`src/rtl/spi_arbiter_if.sv`:
```
// Request/response and SPI-master control bundle shared by spi_arbiter and its clients.
// Signal names are seen from the arbiter: i_* are driven into it, o_* are driven by it.
interface spi_arbiter_if #(
   parameter int unsigned NUM_REQUESTERS = 4,
   parameter int unsigned SPI_DATA_WIDTH = 32
);
   // Requester side
   logic [NUM_REQUESTERS-1:0]                i_req_valid;
   logic [NUM_REQUESTERS-1:0]                o_req_ready;
   logic [NUM_REQUESTERS*SPI_DATA_WIDTH-1:0] i_req_data;
   logic [NUM_REQUESTERS-1:0]                o_rsp_valid;
   logic [SPI_DATA_WIDTH-1:0]                o_rsp_data;
   logic                                     o_rsp_error;
   logic [NUM_REQUESTERS-1:0]                o_grant;
   logic                                     o_busy;

   // SPI master control port
   logic                                     o_spi_enable;
   logic [SPI_DATA_WIDTH-1:0]                o_spi_data;
   logic [SPI_DATA_WIDTH-1:0]                i_spi_data;
   logic                                     i_spi_done;
   logic                                     i_spi_busy;

   // Arbiter side
   modport master (
      input  i_req_valid, i_req_data, i_spi_data, i_spi_done, i_spi_busy,
      output o_req_ready, o_rsp_valid, o_rsp_data, o_rsp_error, o_grant, o_busy,
             o_spi_enable, o_spi_data
   );

   // Requesters plus SPI master core
   modport slave (
      output i_req_valid, i_req_data, i_spi_data, i_spi_done, i_spi_busy,
      input  o_req_ready, o_rsp_valid, o_rsp_data, o_rsp_error, o_grant, o_busy,
             o_spi_enable, o_spi_data
   );
endinterface

```
`src/rtl/spi_arbiter.sv`:
```
// Round-robin arbiter/sequencer sharing one SPI master core among NUM_REQUESTERS clients.
// Optional WAIT_DONE watchdog enabled by defining SPI_ARB_TIMEOUT_EN.
module spi_arbiter #(
   parameter int unsigned NUM_REQUESTERS = 4,
   parameter int unsigned SPI_DATA_WIDTH = 32
`ifdef SPI_ARB_TIMEOUT_EN
   ,
   parameter int unsigned TIMEOUT_CYCLES = 1024
`endif
) (
   input logic           i_clock,
   input logic           i_reset,
   spi_arbiter_if.master bus
);
   localparam int unsigned N     = NUM_REQUESTERS;
   localparam int unsigned W     = SPI_DATA_WIDTH;
   localparam int unsigned PTR_W = (N > 1) ? $clog2(N) : 1;
`ifdef SPI_ARB_TIMEOUT_EN
   localparam int unsigned TMO_W = (TIMEOUT_CYCLES > 1) ? $clog2(TIMEOUT_CYCLES) : 1;
`endif

   typedef enum logic [1:0] {
      ST_IDLE,
      ST_LAUNCH,
      ST_WAIT_DONE,
      ST_RESPOND
   } state_e;

   state_e           state_q,     state_d;
   logic [PTR_W-1:0] last_q,      last_d;
   logic [PTR_W-1:0] gidx_q,      gidx_d;
   logic [N-1:0]     grant_q,     grant_d;
   logic [W-1:0]     tx_q,        tx_d;
   logic [W-1:0]     rsp_data_q,  rsp_data_d;
   logic             rsp_error_q, rsp_error_d;
   logic [N-1:0]     rsp_valid_q, rsp_valid_d;
   logic             enable_q,    enable_d;
   logic             busy_q,      busy_d;
   logic [N-1:0]     ready_c;
`ifdef SPI_ARB_TIMEOUT_EN
   logic [TMO_W-1:0] tmo_cnt_q,   tmo_cnt_d;
`endif

   logic             pick_any;
   logic             pick_hi_found;
   logic [PTR_W-1:0] pick_hi;
   logic [PTR_W-1:0] pick_lo;
   logic [PTR_W-1:0] pick_idx;

   // Round-robin pick: lowest valid index above last, else lowest valid index overall
   always_comb begin
      pick_any      = 1'b0;
      pick_hi_found = 1'b0;
      pick_hi       = '0;
      pick_lo       = '0;
      for (int unsigned k = 0; k < N; k++) begin
         if (bus.i_req_valid[k] && !pick_any) begin
            pick_any = 1'b1;
            pick_lo  = PTR_W'(k);
         end
         if (bus.i_req_valid[k] && (k > 32'(last_q)) && !pick_hi_found) begin
            pick_hi_found = 1'b1;
            pick_hi       = PTR_W'(k);
         end
      end
      pick_idx = pick_hi_found ? pick_hi : pick_lo;
   end

   // Next-state and next-output logic
   always_comb begin
      state_d     = state_q;
      last_d      = last_q;
      gidx_d      = gidx_q;
      grant_d     = grant_q;
      tx_d        = tx_q;
      rsp_data_d  = rsp_data_q;
      rsp_error_d = rsp_error_q;
      ready_c     = '0;
`ifdef SPI_ARB_TIMEOUT_EN
      tmo_cnt_d   = tmo_cnt_q;
`endif

      unique case (state_q)
         ST_IDLE: begin
            if (!bus.i_spi_busy && pick_any) begin
               ready_c[pick_idx] = 1'b1;
               gidx_d            = pick_idx;
               grant_d           = '0;
               grant_d[pick_idx] = 1'b1;
               tx_d              = bus.i_req_data[pick_idx*W +: W];
               state_d           = ST_LAUNCH;
            end
         end
         ST_LAUNCH: begin
`ifdef SPI_ARB_TIMEOUT_EN
            tmo_cnt_d = '0;
`endif
            state_d = ST_WAIT_DONE;
         end
         ST_WAIT_DONE: begin
            // Done wins over an expiry in the same cycle
            if (bus.i_spi_done) begin
               rsp_data_d  = bus.i_spi_data;
               rsp_error_d = 1'b0;
               state_d     = ST_RESPOND;
            end
`ifdef SPI_ARB_TIMEOUT_EN
            else if (tmo_cnt_q == TMO_W'(TIMEOUT_CYCLES - 1)) begin
               rsp_data_d  = '0;
               rsp_error_d = 1'b1;
               state_d     = ST_RESPOND;
            end else begin
               tmo_cnt_d = tmo_cnt_q + TMO_W'(1);
            end
`endif
         end
         ST_RESPOND: begin
            last_d  = gidx_q;
            grant_d = '0;
            state_d = ST_IDLE;
         end
         default: state_d = ST_IDLE;
      endcase

      enable_d    = (state_d == ST_LAUNCH);
      busy_d      = (state_d != ST_IDLE);
      rsp_valid_d = (state_d == ST_RESPOND) ? grant_q : '0;
   end

   // State and output registers; reset aborts any transaction in flight
   always_ff @(posedge i_clock or posedge i_reset) begin
      if (i_reset) begin
         state_q     <= ST_IDLE;
         last_q      <= PTR_W'(N - 1);
         gidx_q      <= '0;
         grant_q     <= '0;
         tx_q        <= '0;
         rsp_data_q  <= '0;
         rsp_error_q <= 1'b0;
         rsp_valid_q <= '0;
         enable_q    <= 1'b0;
         busy_q      <= 1'b0;
      end else begin
         state_q     <= state_d;
         last_q      <= last_d;
         gidx_q      <= gidx_d;
         grant_q     <= grant_d;
         tx_q        <= tx_d;
         rsp_data_q  <= rsp_data_d;
         rsp_error_q <= rsp_error_d;
         rsp_valid_q <= rsp_valid_d;
         enable_q    <= enable_d;
         busy_q      <= busy_d;
      end
   end

`ifdef SPI_ARB_TIMEOUT_EN
   // WAIT_DONE watchdog counter
   always_ff @(posedge i_clock or posedge i_reset) begin
      if (i_reset) begin
         tmo_cnt_q <= '0;
      end else begin
         tmo_cnt_q <= tmo_cnt_d;
      end
   end
`endif

   // The accept is combinational; masked so every output reads 0 while reset is held
   assign bus.o_req_ready  = ready_c & {N{~i_reset}};
   assign bus.o_rsp_valid  = rsp_valid_q;
   assign bus.o_rsp_data   = rsp_data_q;
   assign bus.o_rsp_error  = rsp_error_q;
   assign bus.o_grant      = grant_q;
   assign bus.o_busy       = busy_q;
   assign bus.o_spi_enable = enable_q;
   assign bus.o_spi_data   = tx_q;
endmodule

```
`src/flat_wrapper.sv`:
```
// flat-port wrapper written by rule: the top's interface ports become plain ports
module spi_arbiter_flat 
#(
   parameter int unsigned NUM_REQUESTERS = 4,
   parameter int unsigned SPI_DATA_WIDTH = 32

)
  (i_clock, i_reset, bus_i_req_valid, bus_i_req_data, bus_i_spi_data, bus_i_spi_done, bus_i_spi_busy, bus_o_req_ready, bus_o_rsp_valid, bus_o_rsp_data, bus_o_rsp_error, bus_o_grant, bus_o_busy, bus_o_spi_enable, bus_o_spi_data);
  spi_arbiter_if #(.NUM_REQUESTERS(NUM_REQUESTERS), .SPI_DATA_WIDTH(SPI_DATA_WIDTH)) bus_i ();
  input logic i_clock;
  input logic i_reset;
  input wire logic [$bits(bus_i.i_req_valid)-1:0] bus_i_req_valid;
  input wire logic [$bits(bus_i.i_req_data)-1:0] bus_i_req_data;
  input wire logic [$bits(bus_i.i_spi_data)-1:0] bus_i_spi_data;
  input wire logic [$bits(bus_i.i_spi_done)-1:0] bus_i_spi_done;
  input wire logic [$bits(bus_i.i_spi_busy)-1:0] bus_i_spi_busy;
  output wire logic [$bits(bus_i.o_req_ready)-1:0] bus_o_req_ready;
  output wire logic [$bits(bus_i.o_rsp_valid)-1:0] bus_o_rsp_valid;
  output wire logic [$bits(bus_i.o_rsp_data)-1:0] bus_o_rsp_data;
  output wire logic [$bits(bus_i.o_rsp_error)-1:0] bus_o_rsp_error;
  output wire logic [$bits(bus_i.o_grant)-1:0] bus_o_grant;
  output wire logic [$bits(bus_i.o_busy)-1:0] bus_o_busy;
  output wire logic [$bits(bus_i.o_spi_enable)-1:0] bus_o_spi_enable;
  output wire logic [$bits(bus_i.o_spi_data)-1:0] bus_o_spi_data;
  assign bus_i.i_req_valid = bus_i_req_valid;
  assign bus_i.i_req_data = bus_i_req_data;
  assign bus_i.i_spi_data = bus_i_spi_data;
  assign bus_i.i_spi_done = bus_i_spi_done;
  assign bus_i.i_spi_busy = bus_i_spi_busy;
  assign bus_o_req_ready = bus_i.o_req_ready;
  assign bus_o_rsp_valid = bus_i.o_rsp_valid;
  assign bus_o_rsp_data = bus_i.o_rsp_data;
  assign bus_o_rsp_error = bus_i.o_rsp_error;
  assign bus_o_grant = bus_i.o_grant;
  assign bus_o_busy = bus_i.o_busy;
  assign bus_o_spi_enable = bus_i.o_spi_enable;
  assign bus_o_spi_data = bus_i.o_spi_data;
  spi_arbiter #(.NUM_REQUESTERS(NUM_REQUESTERS), .SPI_DATA_WIDTH(SPI_DATA_WIDTH)) u_core (.i_clock(i_clock), .i_reset(i_reset), .bus(bus_i));
endmodule
```
`config.mk`:
```
export PLATFORM = sky130hd
export DESIGN_NAME = spi_arbiter_flat
export DESIGN_NICKNAME = d
export VERILOG_FILES = /design/src/rtl/spi_arbiter_if.sv /design/src/rtl/spi_arbiter.sv /design/src/flat_wrapper.sv
export SDC_FILE = /design/constraint.sdc
export NUM_CORES = 1
export LEC_CHECK = 0
export ABC_CLOCK_PERIOD_IN_PS = 3000
export BUFFER_PORTS_ARGS = -buffer_cell sky130_fd_sc_hd__buf_4
export CORE_AREA = 2 2 74 147
export DETAILED_ROUTE_END_ITERATION = 12
export DIE_AREA = 0 0 76 149
export GPL_TIMING_DRIVEN = 1
export PLACE_DENSITY = 0.77
export SYNTH_ARGS = -nofsm -noshare
export SYNTH_HDL_FRONTEND = slang
export SYNTH_SLANG_ARGS = --single-unit
export TNS_END_PERCENT = 100
```
`constraint.sdc`:
```
create_clock -name i_clock -period 3 [get_ports i_clock]
set_input_delay 0.3 -clock i_clock [delete_from_list [all_inputs] [get_ports i_clock]]
set_output_delay 0.3 -clock i_clock [all_outputs]
set_load 0.02 [all_outputs]
```
## Word-level counts from Yosys, hierarchy flattened

Cells that the tools add are included.

- Register bits after elaboration: 80
- Bits of input ports: 168
- Output and inout port bits: 79
- Logic and storage cells: 69

- $lt $le $gt $ge: 5
- Equality and inequality tests: 6
- Shifts and indexed selects: 1
- Muxes and demuxes: 24
- Bitwise logic cells: 2
- Reduce and logical (&&, ||, !) cells: 22

Operators by type and width:

| operator | count |
|---|---|
| $shiftx 128x8->32 | 1 |
| $mux 4 | 4 |
| $mux 2 | 7 |
| $logic_and 1x1->1 | 10 |
| $mux 1 | 10 |
| $pmux 2 s4 | 1 |
| $pmux 4 s2 | 1 |
| $eq 2x2->1 const B | 3 |
| $logic_not 1->1 | 6 |
| $reduce_and 2->1 | 3 |
| $and 4x4->4 | 1 |
| $eq 2x1->1 const B | 2 |
| $gt 2x2->1 const A | 2 |
| $reduce_bool 2->1 | 2 |
| $lt 2x3->1 const B | 1 |
| $demux 1 s2 | 1 |
| $ge 2x1->1 const B | 1 |
| $gt 1x2->1 const A | 1 |
| $logic_not 2->1 | 1 |
| $ne 2x1->1 const B | 1 |
| $not 1->1 | 1 |

## Depth between registers and ports, before layout

- Depth in word-level cells: 18
- Mapped depth: 7
- Depth with buffers taken out: 6

## Least setup slack after synthesis

Ideal clock, no wire load.

- Path kind: input to output
- Start: in i_reset
- End: out bus_o_req_ready[0]
- Data arrival time: 2.470 ns
- Required time: 2.700 ns
- Path slack: 0.230 ns
- Stages: 2
- Path through: inv_1 -> and3_1

- Longest elaborated chain between the ends: 2

Ends and longest elaborated chain:

| what | line | text |
|---|---|---|
| start, declared | flat_wrapper.sv:11 | `input logic i_reset;` |
| $not 1->1 | spi_arbiter.sv:169 | `assign bus.o_req_ready = ready_c & {N{~i_reset}};` |
| $and 4x4->4 | spi_arbiter.sv:169 |  |
| end, declared | flat_wrapper.sv:17 | `output wire logic [$bits(bus_i.o_req_ready)-1:0] bus_o_req_ready;` |

Every way passes these cells.

## Final worst setup path

- Start: reg u_core.state_q[0]
- End: out bus_o_req_ready[2]

- Longest elaborated chain between the ends: 3

Ends and longest elaborated chain:

| what | line | text |
|---|---|---|
| start, declared | spi_arbiter.sv:29 | `state_e state_q, state_d;` |
| start signal, assigned | spi_arbiter.sv:144 | `state_q <= state_d;` |
| $logic_not 2->1 | spi_arbiter.sv:83 | `unique case (state_q)` |
| $mux 4 | spi_arbiter.sv:83 |  |
| $and 4x4->4 | spi_arbiter.sv:169 |  |

Every way passes these cells.

==> impl_metrics.tcl <==
set metrics [dict create \
    outcome "completed" \
    cts.clk_slew.worst_paths_ns 0.07 \
    rows 53 \
    n_antenna_cell 0 \
    num_vias 4143 \
    ant_nets 0 \
    cts_tree "done" \
    die_w_um 76 \
    grt_use_total_pct 24.0 \
    hold_path.class "in2async" \
    placed_cells 742 \
    cts_setup_buffers 0 \
    crit_buf_inv 2 \
    clkSinkCount 80 \
    totalWireLength_um 13600 \
    cts_resized 0 \
    cp.arrival_ns 2.18 \
    worst_slew_pin_slew_ns 0.657 \
    syn_nets 551 \
    die_h_um 149 \
    synth_cell_type_count 46 \
    crit_type "reg2out" \
    drtIter0Drc 178 \
    met1_length_um 5090 \
    yosys_warnings 0 \
    grt_pass1_wl_um 21500 \
    dieArea_sq_mm 0.0113 \
    final_common_cell "buf_4" \
    synth-seq-cells 80 \
    area_growth_pct 49.0 \
    worst_path_dominant_cell_family "compound AO/OA/AOI/OAI gates" \
    routed_via_density 5.47 \
    instances_no_fill 758 \
    gp_congestion 0.851 \
    fp.coreArea_sq_mm 0.0103 \
    cts_made_buffers 9 \
    synth-edff-count 0 \
    max_clock_freq_ghz 0.404 \
    cts_max_path_buffers 2 \
    worst_path_max_delay_cell "o311a_2" \
    routedWlPerCell_um 17.9 \
    reg2reg_depth 6 \
    final_cell_mix "254 x buf_4, 78 x dfrtp_1, 39 x nor2_1, 39 x o21ai_0, 34 x mux2i_1" \
    rsz0062_at_grt "no" \
    cp_cell_sequence "inv_1, ha_1, o311a_2, and3_1, buf_4" \
    power_mw 6.42 \
    synth_ff_type "dfrtp_1" \
    irDropWorstVdd_mv 0.446 \
    max_stage_delay_ns 0.66 \
    netlist_instances 380 \
    cts_root_buf "clkbuf_16" \
    overflow 0 \
    start_kind "flip-flop" \
    grt_antenna_before_repair 0 \
    final.min_clock_period_ns 2.48 \
    ys_seq_area_share_pct 44.5 \
    n_fill_cell 831 \
    place_hpwl_um 10200 \
    cellLeakagePower_nw 3.19 \
    crit_required_ns 2.70 \
    critical_path_depth 5 \
    power.density_mw_per_mm2 956 \
    cp-end-kind "primary output" \
    grt_pass1_vias 4124 \
    grt_start_max_net_pins 52 \
    drc_errors 0 \
    finalMaxSlewViolations 0 \
    initial_core_util_pct 43.8 \
    maxSlewHeadroom_pct 56.2 \
    fin_skew_ns 0.00929 \
    top_layer "met4" \
    cts_hold_buf 0 \
    io_buffers 245 \
    hold_viol_final 0 \
    finalCritPeriodShare_pct 82.6 \
    ios 247 \
    fin_nets 787 \
    setup_viol 0 \
    htree_num_levels 3 \
    ys_async_sr_fraction_pct 100 \
    synth_area_sq_mm 0.00451 \
    max_cap_violations 0 \
    drt_first_pass_iters 4 \
    wl_met2_um 6840 \
    layout-drive-gt1-share_pct 60.5 \
    avgSynthCellArea_sq_um 11.9 \
    routed-wl-met3_um 1260 \
    clock_latency_ns 0.33 \
    fin_tns_setup_ns 0 \
    crit_fanout 37 \
]
-- cells by family after synthesis --
| kind of cell | count (synthesis) | share of synthesized area, % |
|---|---|---|
| buf+inv | 41 | 5.39 |
| mux | 67 | 15.8 |
| fa+ha+maj | 3 | 0.833 |
| compound gates | 123 | 26.5 |
| other cells | 1 | 0.0832 |
| simple gates | 65 | 6.97 |
| flops | 80 | 44.5 |
-- area by class of cell --
| class | count | area (sq um) | share of cell area [%] |
|---|---|---|---|
| Clock buffer | 9 | 225 | 3.35 |
| Clock inverter | 7 | 83.8 | 1.25 |
| Inverter | 11 | 42.5 | 0.634 |
| Multi-Input combinational cell | 259 | 2260 | 33.7 |
| Sequential cell | 80 | 2000 | 29.8 |
| Tap cell | 137 | 171 | 2.55 |
| Timing Repair Buffer | 255 | 1930 | 28.7 |
-- state kept, by name (all words and copies together), names as in the netlist --
register / cells
u_core.bus.o_busy: 1
u_core.bus.o_grant: 4
u_core.bus.o_rsp_data: 32
u_core.bus.o_rsp_valid: 4
u_core.bus.o_spi_data: 32
u_core.bus.o_spi_enable: 1
u_core.gidx_q: 2
u_core.last_q: 2
u_core.state_q: 2
-- path summary, 6_finish.rpt --
kind | startpoint | endpoint | slack, ns
setup / recovery | u_core.state_q[0]$_DFF_PP0_ | bus_o_req_ready[2] | 0.52
hold / removal | i_reset | u_core.bus.o_rsp_data[1]$_DFFE_PP0P_ | 0.03
min in group i_clock | bus_i_spi_data[21] | u_core.bus.o_rsp_data[21]$_DFFE_PP0P_ | 0.19
setup reg to reg | u_core.state_q[0]$_DFF_PP0_ | u_core.bus.o_spi_data[14]$_DFFE_PP0P_ | 0.79
max in group asynchronous | i_reset | u_core.bus.o_rsp_valid[1]$_DFF_PP0_ | 1.93
hold reg to reg | u_core.gidx_q[0]$_DFFE_PP0P_ | u_core.gidx_q[0]$_DFFE_PP0P_ | 0.48
-- worst register-to-register path: stages, from the launching register on --
cell and delay (ns):
dfrtp_1 0.40, inv_1 0.09, ha_1 0.28, o311a_2 0.67, buf_4 0.42, o21ai_0 0.16, o22ai_2 0.12
-- layer usage --
| metal | GRT usage, % | up-vias |
|---|---|---|
| met5 | 0 | - |
| met2 | 41.3 | 239 |
| met4 | 9.45 | 0 |
| met3 | 6.17 | 24 |
| met1 | 28.7 | 1969 |
| li1 | - | 1911 |
-- cell usage after synthesis, types with 3 or more instances --
master	number	area (sq um)
dfrtp_1	78	1950
nor2_1	39	146
o21ai_0	39	195
mux2i_1	34	340
mux2_2	33	372
a221oi_2	27	405
o22ai_2	26	325
o22ai_1	11	68.8
inv_1	10	37.5
buf_2	9	45.0
nand2_1	8	30.0
clkbuf_1	7	26.3
a221oi_1	5	43.8
a21oi_1	4	20.0
buf_4	4	30.0
buf_6	4	45.0
a21oi_2	3	26.3
buf_1	3	11.3
ha_1	3	37.5
-- metrics by stage --
step	utilization [%]	area, sq um	hold slack [ns]	setup slack [ns]
3_5_place_dp	62.3	6410	0.394	0.808
4_1_cts	65.3	6720	0.0340	0.503
3_3_place_gp	62.3	6410	0.397	0.899
6_report	65.3	6720	0.0302	0.523
2_1_floorplan	-	4510	0.444	0.230
5_1_grt	65.3	6720	0.0665	0.387
-- report_power, final --
part | switching (mW) | total, mW | internal (mW) | leakage [nW]
sequential | 0.311 | 1.88 | 1.57 | 0.904
combinational | 1.84 | 3.41 | 1.57 | 2.13
clock | 0.468 | 1.13 | 0.662 | 0.149
total | 2.62 | 6.42 | 3.80 | 3.19
Power figures use the tool's default switching activity.
